===== src/rtl/video_timing_pkg.sv =====
`default_nettype none
// +----------------------------------------------------------------------------+
// | Module   : video_timing_pkg                                                 |
// | Purpose  : Shared raster-timing types, standard mode constants and helpers  |
// |            for the video timing generator and its per-axis counters.        |
// | Contents : timing_t record {active, fp, sync, bp}, 800x600@60 and 640x480@60 |
// |            axis constants, total() helper returning the axis period.        |
// | Revision : 1.0 - initial release                                             |
// +----------------------------------------------------------------------------+
package video_timing_pkg;

  // One raster axis: visible span, front porch, sync width, back porch.
  typedef struct packed {
    int unsigned active;
    int unsigned fp;
    int unsigned sync;
    int unsigned bp;
  } timing_t;

  // 800x600@60, 40 MHz pixel clock.
  localparam timing_t c_SVGA_800X600_H = '{active: 800, fp: 40, sync: 128, bp: 88};
  localparam timing_t c_SVGA_800X600_V = '{active: 600, fp: 1,  sync: 4,   bp: 23};

  // 640x480@60, 25.175 MHz pixel clock.
  localparam timing_t c_VGA_640X480_H  = '{active: 640, fp: 16, sync: 96,  bp: 48};
  localparam timing_t c_VGA_640X480_V  = '{active: 480, fp: 10, sync: 2,   bp: 33};

  // Full axis period in pixels (horizontal) or lines (vertical).
  function automatic int unsigned total(timing_t t);
    return t.active + t.fp + t.sync + t.bp;
  endfunction

endpackage
`default_nettype wire


===== src/rtl/video_timing_if.sv =====
`default_nettype none
// +----------------------------------------------------------------------------+
// | Module   : video_timing_if                                                  |
// | Purpose  : Raster output bundle from the timing generator to the pixel      |
// |            pipeline.                                                        |
// | Ports    : hsync, vsync, videoActive, hPos[POS_W], vPos[POS_W], lineStart,  |
// |            frameStart, frameCount[FRAME_CNT_W]                              |
// |            master = generator side (drives), slave = consumer side.         |
// | Revision : 1.0 - initial release                                             |
// +----------------------------------------------------------------------------+
interface video_timing_if #(
  parameter int POS_W       = 11,
  parameter int FRAME_CNT_W = 8
);
  logic                   hsync;
  logic                   vsync;
  logic                   videoActive;
  logic [POS_W-1:0]       hPos;
  logic [POS_W-1:0]       vPos;
  logic                   lineStart;
  logic                   frameStart;
  logic [FRAME_CNT_W-1:0] frameCount;

  modport master (
    output hsync, vsync, videoActive, hPos, vPos, lineStart, frameStart, frameCount
  );

  modport slave (
    input  hsync, vsync, videoActive, hPos, vPos, lineStart, frameStart, frameCount
  );
endinterface
`default_nettype wire


===== src/rtl/video_timing_gen_axis.sv =====
`default_nettype none
// +----------------------------------------------------------------------------+
// | Module   : timing_axis                                                      |
// | Purpose  : One raster axis: wrapping position counter plus sync/active      |
// |            decode of the current count.                                     |
// | Ports    : clk40, resetN (sync, active-low), advance (count one step),      |
// |            clear (force to 0), cnt, wrap (cnt is last position),            |
// |            inSync (cnt inside sync window), active (cnt visible),           |
// |            pos (cnt while visible, else 0)                                  |
// | Revision : 1.0 - initial release                                             |
// +----------------------------------------------------------------------------+
module timing_axis
  import video_timing_pkg::*;
#(
  parameter timing_t TIMING = c_SVGA_800X600_H,
  parameter int      W      = 11
) (
  input  logic         clk40,
  input  logic         resetN,
  input  logic         advance,
  input  logic         clear,
  output logic [W-1:0] cnt,
  output logic         wrap,
  output logic         inSync,
  output logic         active,
  output logic [W-1:0] pos
);

  // Every bound is below total(), and the back porch is non-zero, so all of
  // them fit in W bits whenever 2**W >= total().
  localparam logic [W-1:0] c_LAST       = W'(total(TIMING) - 1);
  localparam logic [W-1:0] c_ACTIVE     = W'(TIMING.active);
  localparam logic [W-1:0] c_SYNC_START = W'(TIMING.active + TIMING.fp);
  localparam logic [W-1:0] c_SYNC_END   = W'(TIMING.active + TIMING.fp + TIMING.sync);

  logic [W-1:0] r_cnt;
  logic         w_wrap;
  logic         w_active;

  assign w_wrap   = (r_cnt == c_LAST);
  assign w_active = (r_cnt < c_ACTIVE);

  always_ff @(posedge clk40) begin
    if (!resetN || clear) begin
      r_cnt <= '0;
    end else if (advance) begin
      r_cnt <= w_wrap ? '0 : r_cnt + W'(1);
    end
  end

  assign cnt    = r_cnt;
  assign wrap   = w_wrap;
  assign inSync = (r_cnt >= c_SYNC_START) && (r_cnt < c_SYNC_END);
  assign active = w_active;
  assign pos    = w_active ? r_cnt : '0;

endmodule
`default_nettype wire


===== src/rtl/video_timing_gen.sv =====
`default_nettype none
// +----------------------------------------------------------------------------+
// | Module   : video_timing_gen                                                 |
// | Purpose  : Parametrised raster timing generator (hsync/vsync, active flag,  |
// |            pixel position, line/frame strobes, frame counter) with an       |
// |            output delay line for pipeline alignment.                        |
// | Ports    : clk40 (pixel clock), resetN (sync, active-low), enable (run;     |
// |            0 holds counters at origin), vid (video_timing_if.master)        |
// | Revision : 1.0 - initial release                                             |
// +----------------------------------------------------------------------------+
module video_timing_gen
  import video_timing_pkg::*;
#(
  parameter int unsigned H_ACTIVE    = 800,
  parameter int unsigned H_FP        = 40,
  parameter int unsigned H_SYNC      = 128,
  parameter int unsigned H_BP        = 88,
  parameter int unsigned V_ACTIVE    = 600,
  parameter int unsigned V_FP        = 1,
  parameter int unsigned V_SYNC      = 4,
  parameter int unsigned V_BP        = 23,
  parameter bit          HSYNC_POL   = 1'b1,
  parameter bit          VSYNC_POL   = 1'b1,
  parameter int          POS_W       = 11,
  parameter int          FRAME_CNT_W = 8,
  parameter int          OUT_DELAY   = 0
) (
  input  logic clk40,
  input  logic resetN,
  input  logic enable,
  video_timing_if.master vid
);

  localparam timing_t     c_H_TIMING = '{active: H_ACTIVE, fp: H_FP, sync: H_SYNC, bp: H_BP};
  localparam timing_t     c_V_TIMING = '{active: V_ACTIVE, fp: V_FP, sync: V_SYNC, bp: V_BP};
  localparam int unsigned c_H_TOTAL  = total(c_H_TIMING);
  localparam int unsigned c_V_TOTAL  = total(c_V_TIMING);

  // Elaboration-time parameter checks.
  if ((64'd1 << POS_W) < 64'(c_H_TOTAL) || (64'd1 << POS_W) < 64'(c_V_TOTAL)) begin : g_err_pos_w
    $error("video_timing_gen: POS_W too narrow for H_TOTAL/V_TOTAL");
  end
  if (OUT_DELAY < 0 || OUT_DELAY > 7) begin : g_err_delay
    $error("video_timing_gen: OUT_DELAY must be 0..7");
  end
  if (H_FP == 0 || H_SYNC == 0 || H_BP == 0 || V_FP == 0 || V_SYNC == 0 || V_BP == 0) begin : g_err_porch
    $error("video_timing_gen: porch and sync parameters must be non-zero");
  end

  typedef struct packed {
    logic                   hsync;
    logic                   vsync;
    logic                   videoActive;
    logic [POS_W-1:0]       hPos;
    logic [POS_W-1:0]       vPos;
    logic                   lineStart;
    logic                   frameStart;
    logic [FRAME_CNT_W-1:0] frameCount;
  } vec_t;

  logic [POS_W-1:0]       w_hCnt, w_vCnt, w_hPos, w_vPos;
  logic                   w_hWrap, w_vWrap, w_hSync, w_vSync, w_hActive, w_vActive;
  logic [FRAME_CNT_W-1:0] r_frameCount;
  vec_t                   w_rstVec, w_decVec, r_dec, w_out;

  timing_axis #(.TIMING(c_H_TIMING), .W(POS_W)) u_hAxis (
    .clk40   (clk40),
    .resetN  (resetN),
    .advance (enable),
    .clear   (!enable),
    .cnt     (w_hCnt),
    .wrap    (w_hWrap),
    .inSync  (w_hSync),
    .active  (w_hActive),
    .pos     (w_hPos)
  );

  // The line counter steps only on the last pixel of a line.
  timing_axis #(.TIMING(c_V_TIMING), .W(POS_W)) u_vAxis (
    .clk40   (clk40),
    .resetN  (resetN),
    .advance (enable && w_hWrap),
    .clear   (!enable),
    .cnt     (w_vCnt),
    .wrap    (w_vWrap),
    .inSync  (w_vSync),
    .active  (w_vActive),
    .pos     (w_vPos)
  );

  // Completed-frame count: bumps on the edge that wraps both counters.
  always_ff @(posedge clk40) begin
    if (!resetN) begin
      r_frameCount <= '0;
    end else if (enable && w_hWrap && w_vWrap) begin
      r_frameCount <= r_frameCount + FRAME_CNT_W'(1);
    end
  end

  // Decode of the current (h,v). While disabled the inactive vector is sent,
  // carrying the held frame count so consumers never see it jump.
  always_comb begin
    w_rstVec       = '0;
    w_rstVec.hsync = ~HSYNC_POL;
    w_rstVec.vsync = ~VSYNC_POL;

    w_decVec            = w_rstVec;
    w_decVec.frameCount = r_frameCount;
    if (enable) begin
      w_decVec.hsync       = w_hSync ? HSYNC_POL : ~HSYNC_POL;
      w_decVec.vsync       = w_vSync ? VSYNC_POL : ~VSYNC_POL;
      w_decVec.videoActive = w_hActive && w_vActive;
      w_decVec.hPos        = w_hPos;
      w_decVec.vPos        = w_vPos;
      w_decVec.lineStart   = (w_hCnt == '0);
      w_decVec.frameStart  = (w_hCnt == '0) && (w_vCnt == '0);
    end
  end

  // Output register: gives the base one-cycle latency.
  always_ff @(posedge clk40) begin
    if (!resetN) begin
      r_dec <= w_rstVec;
    end else begin
      r_dec <= w_decVec;
    end
  end

  // Optional alignment delay; every stage flushes to inactive on reset.
  if (OUT_DELAY == 0) begin : g_bypass
    assign w_out = r_dec;
  end else begin : g_delay
    for (genvar i = 0; i < OUT_DELAY; i++) begin : g_stage
      vec_t r_q;
      vec_t w_d;
      if (i == 0) begin : g_src
        assign w_d = r_dec;
      end else begin : g_src
        assign w_d = g_stage[i-1].r_q;
      end
      always_ff @(posedge clk40) begin
        if (!resetN) begin
          r_q <= w_rstVec;
        end else begin
          r_q <= w_d;
        end
      end
    end
    assign w_out = g_stage[OUT_DELAY-1].r_q;
  end

  assign vid.hsync       = w_out.hsync;
  assign vid.vsync       = w_out.vsync;
  assign vid.videoActive = w_out.videoActive;
  assign vid.hPos        = w_out.hPos;
  assign vid.vPos        = w_out.vPos;
  assign vid.lineStart   = w_out.lineStart;
  assign vid.frameStart  = w_out.frameStart;
  assign vid.frameCount  = w_out.frameCount;

endmodule
`default_nettype wire


===== src/flat_wrapper.sv =====
// flat-port wrapper written by rule: the top's interface ports become plain ports
module video_timing_gen_flat import video_timing_pkg::*;
#(
  parameter int unsigned H_ACTIVE    = 800,
  parameter int unsigned H_FP        = 40,
  parameter int unsigned H_SYNC      = 128,
  parameter int unsigned H_BP        = 88,
  parameter int unsigned V_ACTIVE    = 600,
  parameter int unsigned V_FP        = 1,
  parameter int unsigned V_SYNC      = 4,
  parameter int unsigned V_BP        = 23,
  parameter bit          HSYNC_POL   = 1'b1,
  parameter bit          VSYNC_POL   = 1'b1,
  parameter int          POS_W       = 11,
  parameter int          FRAME_CNT_W = 8,
  parameter int          OUT_DELAY   = 0
)
  (clk40, resetN, enable, vid_hsync, vid_vsync, vid_videoActive, vid_hPos, vid_vPos, vid_lineStart, vid_frameStart, vid_frameCount);
  video_timing_if #(.POS_W(POS_W), .FRAME_CNT_W(FRAME_CNT_W)) vid_i ();
  input  logic clk40;
  input  logic resetN;
  input  logic enable;
  output wire logic [$bits(vid_i.hsync)-1:0] vid_hsync;
  output wire logic [$bits(vid_i.vsync)-1:0] vid_vsync;
  output wire logic [$bits(vid_i.videoActive)-1:0] vid_videoActive;
  output wire logic [$bits(vid_i.hPos)-1:0] vid_hPos;
  output wire logic [$bits(vid_i.vPos)-1:0] vid_vPos;
  output wire logic [$bits(vid_i.lineStart)-1:0] vid_lineStart;
  output wire logic [$bits(vid_i.frameStart)-1:0] vid_frameStart;
  output wire logic [$bits(vid_i.frameCount)-1:0] vid_frameCount;
  assign vid_hsync = vid_i.hsync;
  assign vid_vsync = vid_i.vsync;
  assign vid_videoActive = vid_i.videoActive;
  assign vid_hPos = vid_i.hPos;
  assign vid_vPos = vid_i.vPos;
  assign vid_lineStart = vid_i.lineStart;
  assign vid_frameStart = vid_i.frameStart;
  assign vid_frameCount = vid_i.frameCount;
  video_timing_gen #(.H_ACTIVE(H_ACTIVE), .H_FP(H_FP), .H_SYNC(H_SYNC), .H_BP(H_BP), .V_ACTIVE(V_ACTIVE), .V_FP(V_FP), .V_SYNC(V_SYNC), .V_BP(V_BP), .HSYNC_POL(HSYNC_POL), .VSYNC_POL(VSYNC_POL), .POS_W(POS_W), .FRAME_CNT_W(FRAME_CNT_W), .OUT_DELAY(OUT_DELAY)) u_core (.clk40(clk40), .resetN(resetN), .enable(enable), .vid(vid_i));
endmodule

===== config.mk =====
export PLATFORM = sky130hd
export DESIGN_NAME = video_timing_gen_flat
export DESIGN_NICKNAME = d
export VERILOG_FILES = /design/src/rtl/video_timing_pkg.sv /design/src/rtl/video_timing_if.sv /design/src/rtl/video_timing_gen_axis.sv /design/src/rtl/video_timing_gen.sv /design/src/flat_wrapper.sv
export SDC_FILE = /design/constraint.sdc
export NUM_CORES = 1
export LEC_CHECK = 0
export CORE_ASPECT_RATIO = 2
export CORE_MARGIN = 2
export CORE_UTILIZATION = 50
export DETAILED_ROUTE_END_ITERATION = 8
export HOLD_SLACK_MARGIN = 0.03
export PLACE_DENSITY = 0.71
export SKIP_CTS_REPAIR_TIMING = 1
export SLEW_MARGIN = 20
export SYNTH_ARGS = -nofsm -noshare
export SYNTH_HDL_FRONTEND = slang
export SYNTH_HIERARCHICAL = 1
export SYNTH_SLANG_ARGS = --single-unit

===== constraint.sdc =====
create_clock -name clk40 -period 3.4 [get_ports clk40]
set_clock_uncertainty 0.15 [all_clocks]
set_input_delay 0.34 -clock clk40 [delete_from_list [all_inputs] [get_ports clk40]]
set_output_delay 0.34 -clock clk40 [all_outputs]
set_load 0.02 [all_outputs]

; ---- Word level (Yosys, flattened, before mapping)
; Index checks and enable logic that the tools add are counted.
[word_totals]
inputBits = 3
ff_bits = 65
out_inout_bits = 35
wordCells = 40
[classes]
muxes = 4
reduce_logical = 14
eq_ne = 2
magnitude_cmp = 6
n_addsub = 3
[ops]
columns = operator, count
row1 = "11-bit by 10-bit < comparator with 1-bit output, second input constant", 4
row2 = "11-bit by 1-bit adder with 11-bit output, second input constant", 2
row3 = "11-bit by 10-bit >= comparator with 1-bit output, second input constant", 2
row4 = 11-bit logical NOT, 2
row5 = 11-bit 2-to-1 mux, 2
row6 = "11-bit by 10-bit == test with 1-bit output, second input constant", 1
row7 = "11-bit == test, second input constant", 1
row8 = "8-bit by 1-bit adder with 8-bit output, second input constant", 1
row9 = 1-bit logical AND, 6
row10 = 3-bit AND reduction, 2
row11 = 1-bit logical NOT, 2
row12 = 1-bit 2-to-1 mux, 2
row13 = 2-bit AND reduction, 1
row14 = 1-bit logical OR, 1

; ---- Logic depth before layout (Yosys ltp)
; Gate-level depths: netlist of run 1.
[depth]
depth_word = 3
ltp_mapped = 9
depth_no_buf = 7

; ---- Hierarchy
; Netlist of run 1, hierarchy kept.
[by_module_without_submodules]
columns = module, area_per_inst_um2, n_inst, cells_per_inst, seq_area_each_um2
row1 = video_timing_gen, 1378.8, 1, 125, 860.8
row2 = timing_axis at u_core.u_vAxis, 770.7, 1, 87, 220.2
row3 = timing_axis at u_core.u_hAxis, 752.0, 1, 86, 220.2

; ---- Worst setup path after synthesis of run 1
; No wires, ideal clock.
[synth_path]
path_type = register -> register
start = register u_core.u_hAxis.r_cnt[7], in the netlist u_core/u_hAxis/cnt[7]
end = register u_core.u_vAxis.r_cnt[10], in the netlist u_core/u_vAxis/cnt[10]
t_required_ns = 3.170
path_stages_with_launch = 9
n_path_buf = 2
setup_time_ns = 0.080
slack_ns = 0.553
t_arrival_ns = 2.618
synth_period_minus_slack_ns = 2.847
path_cell_list = dfxtp_1 > buf_6 > or3_4 > nor4_1 > and2_1 > buf_4 > nand3_2 > or4_1 > a211oi_2
[synth_via]
elab_chain_len = 2
[synth_rtl]
columns = element, line
row1 = start: declaration, video_timing_gen_axis.sv:36  ; logic [W-1:0] r_cnt;
row2 = start signal: assignment, video_timing_gen_axis.sv:47  ; r_cnt <= w_wrap ? '0 : r_cnt + W'(1);
row3 = 11-bit == test, video_timing_gen_axis.sv:40  ; assign w_wrap = (r_cnt == c_LAST);
row4 = named net u_core.w_hWrap, video_timing_gen.sv:62  ; logic w_hWrap, w_vWrap, w_hSync, w_vSync, w_hActive, w_vActive;
row5 = 1-bit logical AND, video_timing_gen.sv:82  ; .advance (enable && w_hWrap),
row6 = end signal: assignment, video_timing_gen_axis.sv:47
row7 = end: declaration, video_timing_gen_axis.sv:36
; The timed path passes the listed nets, and every way through them passes these cells.
; A chain may end at the register's enable or synchronous reset.

; ---- Worst setup path in the final report of run 1
; Ends and elaborated chain as after synthesis.

==> qor.txt, run 1 <==
Worst-path clk slew = 0.05 ns
Yosys Warn Count = 6
WL final = 5810 um
Critical path class = reg -> reg
Remaining DRCs = 0
# clock sinks = 65
Routed vias/inst = 5.69
ANT nets after route = 0
Min cycle time layout = 2.86 ns
Initial antenna violation count = 0
Die Y = 112 um
Tot GR Track Use = 0.199
FF+latch count, synth = 65
First-pass GRT wire length = 9840 um
Final core occ = 0.624
FILL cells = 484
Largest net degree at the start of global routing = 36
Vias in the first global route = 2,188
Final Hold Fails = 0
Final setup fails = 0
IR Drop Worst-Case VDD = 0.451 mV
Core area = 5660 um^2
Dominant synthesized flop cell = dfxtp_1
Part of the cycle the worst path needs = 0.841
Number of max-cap violations = 0
Arrival @ worst endpoint = 2.95 ns
Worst-Margin Slew = 0.778 ns
Critical Path Source Type = register
HPWL after DPL = 4230 um
Highest clock rate = 350 MHz
Status = finished, final reports clean
WL/cell = 14.7 um
WP data required = 3.49 ns
IO Count = 38
DR vias = 2,252
PortBufs = 37
Drt first-iter violations = 68
Starting Density = 0.513
Num rows = 39
Cts bufs inserted = 9
Synth cell types = 51
Drt first pass iters = 4
RSZ-0062 raised after global routing = no
Synth async-reset ratio = 0
Max Fanout on Critical Path = 9
Sequential share of the synthesized area = 0.448
Most frequent cells in the layout = 65 x dfxtp_1, 37 x clkdlybuf4s50_1, 26 x and3_1, 19 x and2_1, 15 x nor3_1
Commonest non-fill, non-tap cell in the layout = dfxtp_1
Total grt overflow = 0
Routability cong. = 0.846
Clock Latency Late Sink = 0.33 ns
Antenna Cells = 0
Syn_area_per_cell = 9.74 um^2
Layout Nets = 338
Hold crit path type = reg -> reg
Synth Cell Area = 2900 um^2
Post-synth EDFFs = 0
CP Capture Type = register
Layout cells sized above 1 = 0.119
Post-Synthesis Cells = 298
Final Max Slew Viols = 0
Setup TNS = 0 ns
CTS tree = built
Slew HR = 0.477
Syn Nets = 306
Cell Pwr Density = 464 nW/um^2
CTS max path bufs = 2
CTS HTree Levels = 3
Leakage = 1.39 nW
Die Width = 57.9 um
Clock Root Buffer = clkbuf_16
Full die area = 6470 um^2
Area Growth Syn to Fin = 21.6%
==> report_power, final <==
group / internal [mW] / switching (mW) / total (mW)
clock network: 0.528 / 0.301 / 0.829
registers: 0.767 / 0.00254 / 0.770
logic: 0.0150 / 0.0251 / 0.0401
==> final timing paths <==
| kind | from | to | slack, ns | cells past startpoint |
|---|---|---|---|---|
| setup reg to reg | u_core/u_hAxis/cnt[7] | u_core/u_vAxis/cnt[10] | 0.54 | 7 |
| hold reg to reg | u_core/r_frameCount[7] | u_core/vid.frameCount[7] | 0.34 | 1 |
| setup / recovery | u_core/u_hAxis/cnt[7] | u_core/u_vAxis/cnt[10] | 0.54 | 7 |
| hold / removal | u_core/r_frameCount[7] | u_core/vid.frameCount[7] | 0.34 | 1 |
==> Yosys cell counts, types with 3 or more instances <==
| cell type | count | area share |
|---|---|---|
| a211oi_1 | 6 | 0.016 |
| a21oi_1 | 4 | 0.0069 |
| and2_1 | 19 | 0.041 |
| and3_1 | 26 | 0.056 |
| buf_2 | 6 | 0.010 |
| buf_4 | 7 | 0.018 |
| clkbuf_1 | 5 | 0.0065 |
| dfxtp_1 | 65 | 0.45 |
| ha_1 | 5 | 0.022 |
| inv_1 | 11 | 0.014 |
| mux2_2 | 3 | 0.012 |
| nand2_1 | 9 | 0.012 |
| nand3_1 | 5 | 0.0086 |
| nand3_2 | 4 | 0.014 |
| nand4_1 | 6 | 0.013 |
| nor2_1 | 13 | 0.017 |
| nor3_1 | 15 | 0.026 |
| nor3b_1 | 7 | 0.018 |
| nor4_1 | 7 | 0.015 |
| o21ai_0 | 6 | 0.010 |
| o31ai_1 | 8 | 0.021 |
| or3_1 | 5 | 0.011 |
| or4_1 | 9 | 0.023 |
| xnor2_1 | 3 | 0.0091 |
| xor2_1 | 8 | 0.024 |
==> metrics by stage <==
step / hold WS [ns] / instances / setup slack [ns] / power [mW] / cell area (um^2)
2_1_floorplan: 0.299 / 298 / 0.553 / 0.813 / 2900
4_1_cts: 0.344 / 396 / 0.525 / 1.66 / 3530
5_1_grt: 0.365 / 396 / 0.350 / 1.69 / 3530
3_3_place_gp: 0.324 / 380 / 0.581 / 0.825 / 3250
6_report: 0.340 / 396 / 0.540 / 1.64 / 3530
3_5_place_dp: 0.330 / 380 / 0.549 / 0.825 / 3250
==> critical path, stage by stage (launching register included) <==
cell,delay (ns)
dfxtp_1,0.39
or3_4,0.46
nor4_1,0.32
buf_4,0.20
and2_1,0.32
nand3_2,0.17
or4_1,0.55
a211oi_2,0.21
==> final cells by class <==
type                       instances  area [um^2]  area share
clock buffer                      13          260      0.0737
clock inverter                     3         15.0     0.00425
inverter                          12         45.0      0.0128
multi-input combinational        201         1430       0.406
sequential                        65         1300       0.369
tap                               61         76.3      0.0216
timing repair buffer              41          400       0.113
==> logic make-up (layout without fill, tap and decap cells) <==
logic type,Yosys count,count (layout),synth area share
AO/OA/AOI/OAI,34,34,0.0901
XOR/XNOR,11,11,0.0332
buffers and inverters,32,69,0.0582
multiplexers,5,5,0.0185
AND/OR/NAND/NOR,144,144,0.327
adder cells (fa/ha/maj),5,5,0.0216
flip-flops,65,65,0.448
other,2,2,0.00259
==> state kept, by name, indices dropped and copies added (netlist names) <==
| signal | flops |
|---|---|
| u_core/vid.frameStart | 1 |
| u_core/vid.vPos | 11 |
| u_core/u_hAxis/cnt | 11 |
| u_core/u_vAxis/cnt | 11 |
| u_core/r_frameCount | 8 |
| u_core/vid.frameCount | 8 |
| u_core/vid.lineStart | 1 |
| u_core/vid.vsync | 1 |
| u_core/vid.videoActive | 1 |
| u_core/vid.hPos | 11 |
| u_core/vid.hsync | 1 |
==> routing by layer <==
metal / GRT usage / part of all wire
met5: 0 / 0
met4: 0.107 / 0.020
met3: 0.0639 / 0.029
met2: 0.345 / 0.55
met1: 0.204 / 0.40
Power figures use the tool's default switching activity.
==> run 2, diff against run 1 <==
--- a/config.mk
+++ b/config.mk
@@ -7,10 +7,10 @@
 export LEC_CHECK = 0
 export CORE_ASPECT_RATIO = 2
 export CORE_MARGIN = 2
-export CORE_UTILIZATION = 50
+export CORE_UTILIZATION = 49
 export DETAILED_ROUTE_END_ITERATION = 8
 export HOLD_SLACK_MARGIN = 0.03
-export PLACE_DENSITY = 0.71
+export PLACE_DENSITY = 0.73
 export SKIP_CTS_REPAIR_TIMING = 1
 export SLEW_MARGIN = 20
 export SYNTH_ARGS = -nofsm -noshare
==> constraint.sdc (replaced) <==
create_clock -name clk40 -period 2.35 [get_ports clk40]
set_clock_uncertainty 0.15 [all_clocks]
set_input_delay 0.235 -clock clk40 [delete_from_list [all_inputs] [get_ports clk40]]
set_output_delay 0.235 -clock clk40 [all_outputs]
set_load 0.02 [all_outputs]
==> run 2 against run 1 <==
Effect of this change:
- sequential power up 44%
- design area rose by 8.5%
- global-route usage up 1.8 points
- largest power group unchanged
- via count is 6.4% higher
- fmax up 28%
- die area increased by 1.9%
- flip-flop and latch count did not move
- cell count is 7.8% higher
- worst setup slack got worse by 0.42 ns
- highest routed layer unchanged
- hold slack worse by 0.0011 ns
==> qor.txt, run 2 (synthesis gave the netlist of run 1 again) <==
Crit path cell chain = or3_4 > nor4_4 > and2_4 > nand3_4 > or4_1 > a211oi_2
FILL cells = 465 (-3.9%)
Highest clock rate = 448 MHz (+28%)
Num rows = 39 (unchanged)
DR vias = 2,396 (+6.4%)
Worst-path clk slew = 0.05 ns (about the same)
Antenna Cells = 0 (unchanged)
IR Drop Worst-Case VDD = 0.624 mV (+38%)
Drt first pass iters = 4 (unchanged)
Total grt overflow = 0 (unchanged)
Critical path class = reg -> reg
Cell Pwr Density = 629 nW/um^2 (+36%)
PortBufs = 37 (unchanged)
Clock Latency Late Sink = 0.34 ns (about the same)
CTS tree = built
Commonest non-fill, non-tap cell in the layout = dfxtp_1
HPWL after DPL = 4690 um (+11%)
WL final = 6510 um (+12%)
Remaining DRCs = 0 (unchanged)
Placed Cells = 409 (+7.6%)
WP data required = 2.46 ns (-1.03 ns)
Final Non-Filler Cells = 427 (+7.8%)
Max Fanout on Critical Path = 6 (-3)
Final setup fails = 0 (unchanged)
Hold crit path type = reg -> reg
Routed vias/inst = 5.61 (-1.3%)
First-pass GRT wire length = 10,600 um (+7.6%)
Die Width = 58.4 um (+0.94%)
Critical Path Source Type = register
IO Count = 38 (unchanged)
Largest net degree at the start of global routing = 36 (unchanged)
Tot GR Track Use = 0.217 (+0.0182)
Met3 WL = 206 um (+23%)
Clock Root Buffer = clkbuf_16
Full die area = 6590 um^2 (+1.9%)
Initial antenna violation count = 0 (unchanged)
Number of max-cap violations = 0 (unchanged)
Final Max Slew Viols = 0 (unchanged)
Starting Density = 0.508 (-0.00438)
Multi-input gate area = 1480 um^2 (+3.1%)
Min cycle time layout = 2.23 ns (-0.629 ns)
Layout cells sized above 1 = 0.216 (+0.0964)
Slowest stage cell, crit path = or4_1
Vias in the first global route = 2,284 (+4.4%)
Total power = 2.41 mW (+47%)
CP max stage delay = 0.51 ns (-0.04 ns)
Most frequent cells in the layout = 64 x dfxtp_1, 37 x clkdlybuf4s50_1, 34 x buf_4, 26 x and3_1, 18 x and2_1
Status = finished, final reports clean
WL/cell = 15.3 um (+3.9%)
Leakage = 1.56 nW (+12%)
# clock sinks = 65 (unchanged)
Layout Nets = 369 (+9.2%)
Arrival @ worst endpoint = 2.34 ns (-0.61 ns)
Highest metal used = met4
CTS max path bufs = 2 (unchanged)
Area Growth Syn to Fin = 32.0%
Placed cell areas = 3520 um^2 (+8.3%)
RSZ-0062 raised after global routing = no
Routed wl met2 = 3650 um (+14%)
CP Capture Type = register
Register area = 1300 um^2 (about the same)
CTS HTree Levels = 3 (unchanged)
Die Y = 113 um (+0.98%)
Routability cong. = 0.857 (+1.3%)
Final Hold Fails = 0 (unchanged)
Post-Layout Inst Area = 3830 um^2 (+8.5%)
Drt first-iter violations = 68 (unchanged)
ANT nets after route = 0 (unchanged)
Part of the cycle the worst path needs = 0.949 (+0.108)
Cts bufs inserted = 9 (unchanged)
Met1 WL = 2380 um (+2.3%)
Core area = 5710 um^2 (+0.86%)
-- run 2: changes by cell type in the layout (fill, tap and decap cells not counted), moves of 2 or more --
| cell | delta |
|---|---|
| a211oi_1 | -2 |
| a211oi_2 | +2 |
| buf_4 | +30 |
| clkbuf_1 | -2 |
| clkinvlp_4 | +2 |
| nor4_1 | -2 |
-- run 2: worst paths after layout --
kind	cells past startpoint	end	slack [ns]	from
max	6	u_core/u_vAxis/cnt[8]	0.12	u_core/u_hAxis/cnt[7]
min	1	u_core/vid.frameCount[7]	0.34	u_core/r_frameCount[7]
max reg2reg	6	u_core/u_vAxis/cnt[8]	0.12	u_core/u_hAxis/cnt[7]
min reg2reg	1	u_core/vid.frameCount[7]	0.34	u_core/r_frameCount[7]
-- run 2: cell type report --
type	instances	share of cell area
timing repair buffer	72	0.169
inverter	12	0.0118
clock buffer	11	0.0660
sequential	65	0.340
clock inverter	5	0.00784
tap	61	0.0199
multi-input combinational	201	0.386
-- run 2: report_power, final --
group          leakage, nW  internal, mW  total [mW]  switching [mW]
clock network        0.137         0.763        1.23           0.465
registers            0.525          1.11        1.11         0.00206
logic                0.893        0.0298      0.0705          0.0406
total                 1.56          1.90        2.41           0.507
-- run 2: stage by stage --
| step | worst slack (ns) | setup TNS, ns | util | hold slack, ns |
|---|---|---|---|---|
| after detailed placement | -0.0481 | -0.0986 | 0.617 | 0.328 |
| after global routing | 0.00772 | 0 | 0.671 | 0.375 |
| after floorplan | -0.0956 | -0.329 | - | 0.231 |
| after CTS | -0.0703 | -0.186 | 0.667 | 0.343 |
| final | 0.120 | 0 | 0.671 | 0.339 |
| after global placement | 0.0328 | 0 | 0.617 | 0.324 |
-- run 2: per-layer routing --
layer	up-vias	global-route usage
met5	-	0
met4	0	0.172
met3	21	0.0560
met2	46	0.379
met1	1124	0.203
li1	1205	-
-- run 2: critical path, delay by kind of cell (launching register included) --
family          cells  cell delay (ns)
flops               1             0.30
simple gates        5             1.51
compound gates      1             0.19
==> run 3, diff against run 2 <==
--- a/config.mk
+++ b/config.mk
@@ -5,6 +5,7 @@
 export SDC_FILE = /design/constraint.sdc
 export NUM_CORES = 1
 export LEC_CHECK = 0
+export ABC_AREA = 1
 export CORE_ASPECT_RATIO = 2
 export CORE_MARGIN = 2
 export CORE_UTILIZATION = 49
==> constraint.sdc (replaced) <==
create_clock -name clk40 -period 2.35 [get_ports clk40]
set_clock_uncertainty 0.15 [all_clocks]
set_input_delay 0.235 -clock clk40 [delete_from_list [all_inputs] [get_ports clk40]]
set_output_delay 0.235 -clock clk40 [all_outputs]
set_load 0.01 [all_outputs]
==> run 3 against run 2 <==
Effect of this change:
- the run now ends with DRC left
- sequential power is essentially flat
- hold slack lost 0.038 ns
- cell count grew 25%
- non-clock buffer count shrank 30
- first-iteration DRC count grew 40%
- clock power grew 12%
- count of clock-buffer cells in the layout grew 1
- sequential share of layout area grew 1.1 points
- synthesized cell count grew 42%
- register-to-register slack gained 0.10 ns
- global-route usage shrank 3.3 points
- flip-flop and latch count is the same
- critical path type unchanged
- highest routed layer unchanged
==> qor.txt, run 3 <==
Die Y = 114 um (+0.95%)
Antenna Cells = 0 (unchanged)
Die Width = 59.0 um (+0.92%)
Core area = 5910 um^2 (+3.4%)
Most frequent cells in the layout = 96 x nor2_1, 84 x nand2_1, 72 x inv_1, 65 x dfxtp_1, 37 x clkdlybuf4s50_1
Final Non-Filler Cells = 534 (+25%)
Initial antenna violation count = 0 (unchanged)
Worst-path clk slew = 0.05 ns (about the same)
Clock Latency Late Sink = 0.33 ns (about the same)
# clock sinks = 65 (unchanged)
Highest clock rate = 470 MHz (+4.9%)
Sequential share of the synthesized area = 0.440 (-0.00872)
Synth cell types = 34 (-33%)
Layout Nets = 475 (+29%)
Part of the cycle the worst path needs = 0.905 (-0.0440)
Cts bufs inserted = 9 (unchanged)
Drt first pass iters = 7 (+3)
Placed Cells = 519 (+27%)
Clock Root Buffer = clkbuf_16
Dominant synthesized flop cell = dfxtp_1
IO Count = 38 (unchanged)
Post-synth EDFFs = 0 (unchanged)
Largest net degree at the start of global routing = 26 (-28%)
Failing checks = DRC
Num rows = 40 (+2.6%)
Final Hold Fails = 0 (unchanged)
CTS max path bufs = 2 (unchanged)
Drt first-iter violations = 95 (+40%)
Final Max Slew Viols = 0 (unchanged)
WP data required = 2.46 ns (about the same)
CTS tree = built
Area Growth Syn to Fin = 25.2%
Syn_area_per_cell = 7.00 um^2 (-28%)
Post-Synthesis Cells = 423 (+42%)
Cell Pwr Density = 689 nW/um^2 (+9.5%)
ANT nets after route = 0 (unchanged)
DR vias = 2,522 (+5.3%)
Yosys top cell area share = 0.440 (-0.00872)
Tot GR Track Use = 0.184 (-0.0329)
Starting Density = 0.501 (-0.00716)
Total grt overflow = 0 (unchanged)
Top-count cell post-synth = nor2_1
IR Drop Worst-Case VDD = 0.447 mV (-28%)
FF+latch count, synth = 65 (unchanged)
PortBufs = 37 (unchanged)
Min cycle time layout = 2.13 ns (-0.103 ns)
Slew HR = 0.663
Yosys Warn Count = 6 (unchanged)
Hold crit path type = reg -> reg
Layout cells sized above 1 = 0.108 (-0.108)
Synth cell count leaders = 96 x nor2_1, 84 x nand2_1, 72 x inv_1
Ranking of synthesized cells by area = dfxtp_1 44%, nor2_1 12%, nand2_1 11%
Full die area = 6710 um^2 (+1.9%)
Routed vias/inst = 4.72 (-16%)
Arrival @ worst endpoint = 2.24 ns (-0.10 ns)
Critical path class = reg -> reg
Max Fanout on Critical Path = 8 (+2)
WL/cell = 10.3 um (-32%)
Synth area leader = dfxtp_1
Syn Nets = 431 (+41%)
Vias in the first global route = 2,141 (-6.3%)
Setup TNS = 0 ns (unchanged)
Status = finished with violations
Final setup fails = 0 (unchanged)
Commonest non-fill, non-tap cell in the layout = nor2_1
Worst-Margin Slew = 0.504 ns
CTS HTree Levels = 3 (unchanged)
Remaining DRCs = 6 (+6)
RSZ-0062 raised after global routing = no
Number of max-cap violations = 0 (unchanged)
Synth async-reset ratio = 0 (unchanged)
First-pass GRT wire length = 9350 um (-12%)
CP Capture Type = register
Synth Cell Area = 2960 um^2 (+2.0%)
Critical Path Source Type = register
Leakage = 1.59 nW (+1.9%)
WL final = 5510 um (-15%)
Routability cong. = 0.940 (+9.7%)
FILL cells = 539 (+16%)
HPWL after DPL = 4030 um (-14%)
==> run 3: cell count changes in the layout (fill, tap and decap cells not counted), sizes merged, moves of 19 or more <==
cell	change
nor2	+100
nand2	+75
inv	+66
and3	-25
and2	-19
buf	-30
==> run 3: logic make-up after synthesis <==
kind of cell / synth area share
compound gates: 0.0435
xor+xnor: 0.0148
fa+ha+maj: 0.0211
buf+inv: 0.119
flops: 0.440
mux: 0.00338
other cells: 0.00254
simple gates: 0.356
==> run 3: power by group <==
group	switching, mW	internal [mW]	leakage (nW)
Combinational	0.0367	0.0245	0.908
Sequential	0.00277	1.11	0.525
Clock	0.432	0.948	0.153
Total	0.471	2.08	1.59
==> run 3: final cells by class <==
class	count	area [um^2]	share of cell area
multi-input combinational	271	1310	0.354
sequential	65	1300	0.351
timing repair buffer	42	408	0.110
inverter	78	293	0.0790
clock buffer	12	246	0.0665
tap	63	78.8	0.0213
clock inverter	3	65.1	0.0176
==> run 3: through the flow <==
stage | cell area [um^2] | setup WS [ns] | utilization | power [mW] | hold WS (ns)
floorplan | 2960 | 0.237 | - | 1.17 | 0.270
global placement | 3390 | 0.210 | 0.574 | 1.20 | 0.287
detailed placement | 3390 | 0.178 | 0.574 | 1.20 | 0.298
CTS | 3700 | 0.156 | 0.626 | 2.59 | 0.306
global route | 3700 | 0.0242 | 0.627 | 2.64 | 0.328
finish | 3700 | 0.223 | 0.627 | 2.55 | 0.302
==> run 3: final timing paths <==
kind / slack (ns) / depth (start not counted) / endpoint / start
worst min-delay path: 0.30 / 2 / u_core/vid.frameCount[7] / u_core/r_frameCount[7]
worst min register to register: 0.30 / 2 / u_core/vid.frameCount[7] / u_core/r_frameCount[7]
worst max-delay path: 0.22 / 11 / u_core/u_vAxis/cnt[8] / u_core/u_hAxis/cnt[0]
worst max register to register: 0.22 / 11 / u_core/u_vAxis/cnt[8] / u_core/u_hAxis/cnt[0]
==> run 3: per-layer routing <==
layer,global-route usage,wire (um),vias to the layer above
li1,-,-,1350
met1,0.232,2580,1072
met2,0.258,2360,84
met3,0.0703,354,16
met4,0.118,215,0
met5,0,0,-
==> run 3: critical path: stages (launching register included) <==
cell      delay [ns]
dfxtp_1         0.40
ha_1            0.25
nand4_1         0.13
nor4_2          0.23
nand2_1         0.10
inv_1           0.18
nand3_2         0.13
nor2_2          0.11
nand2_1         0.09
o21bai_1        0.15
nand2_1         0.06
nor2_1          0.08
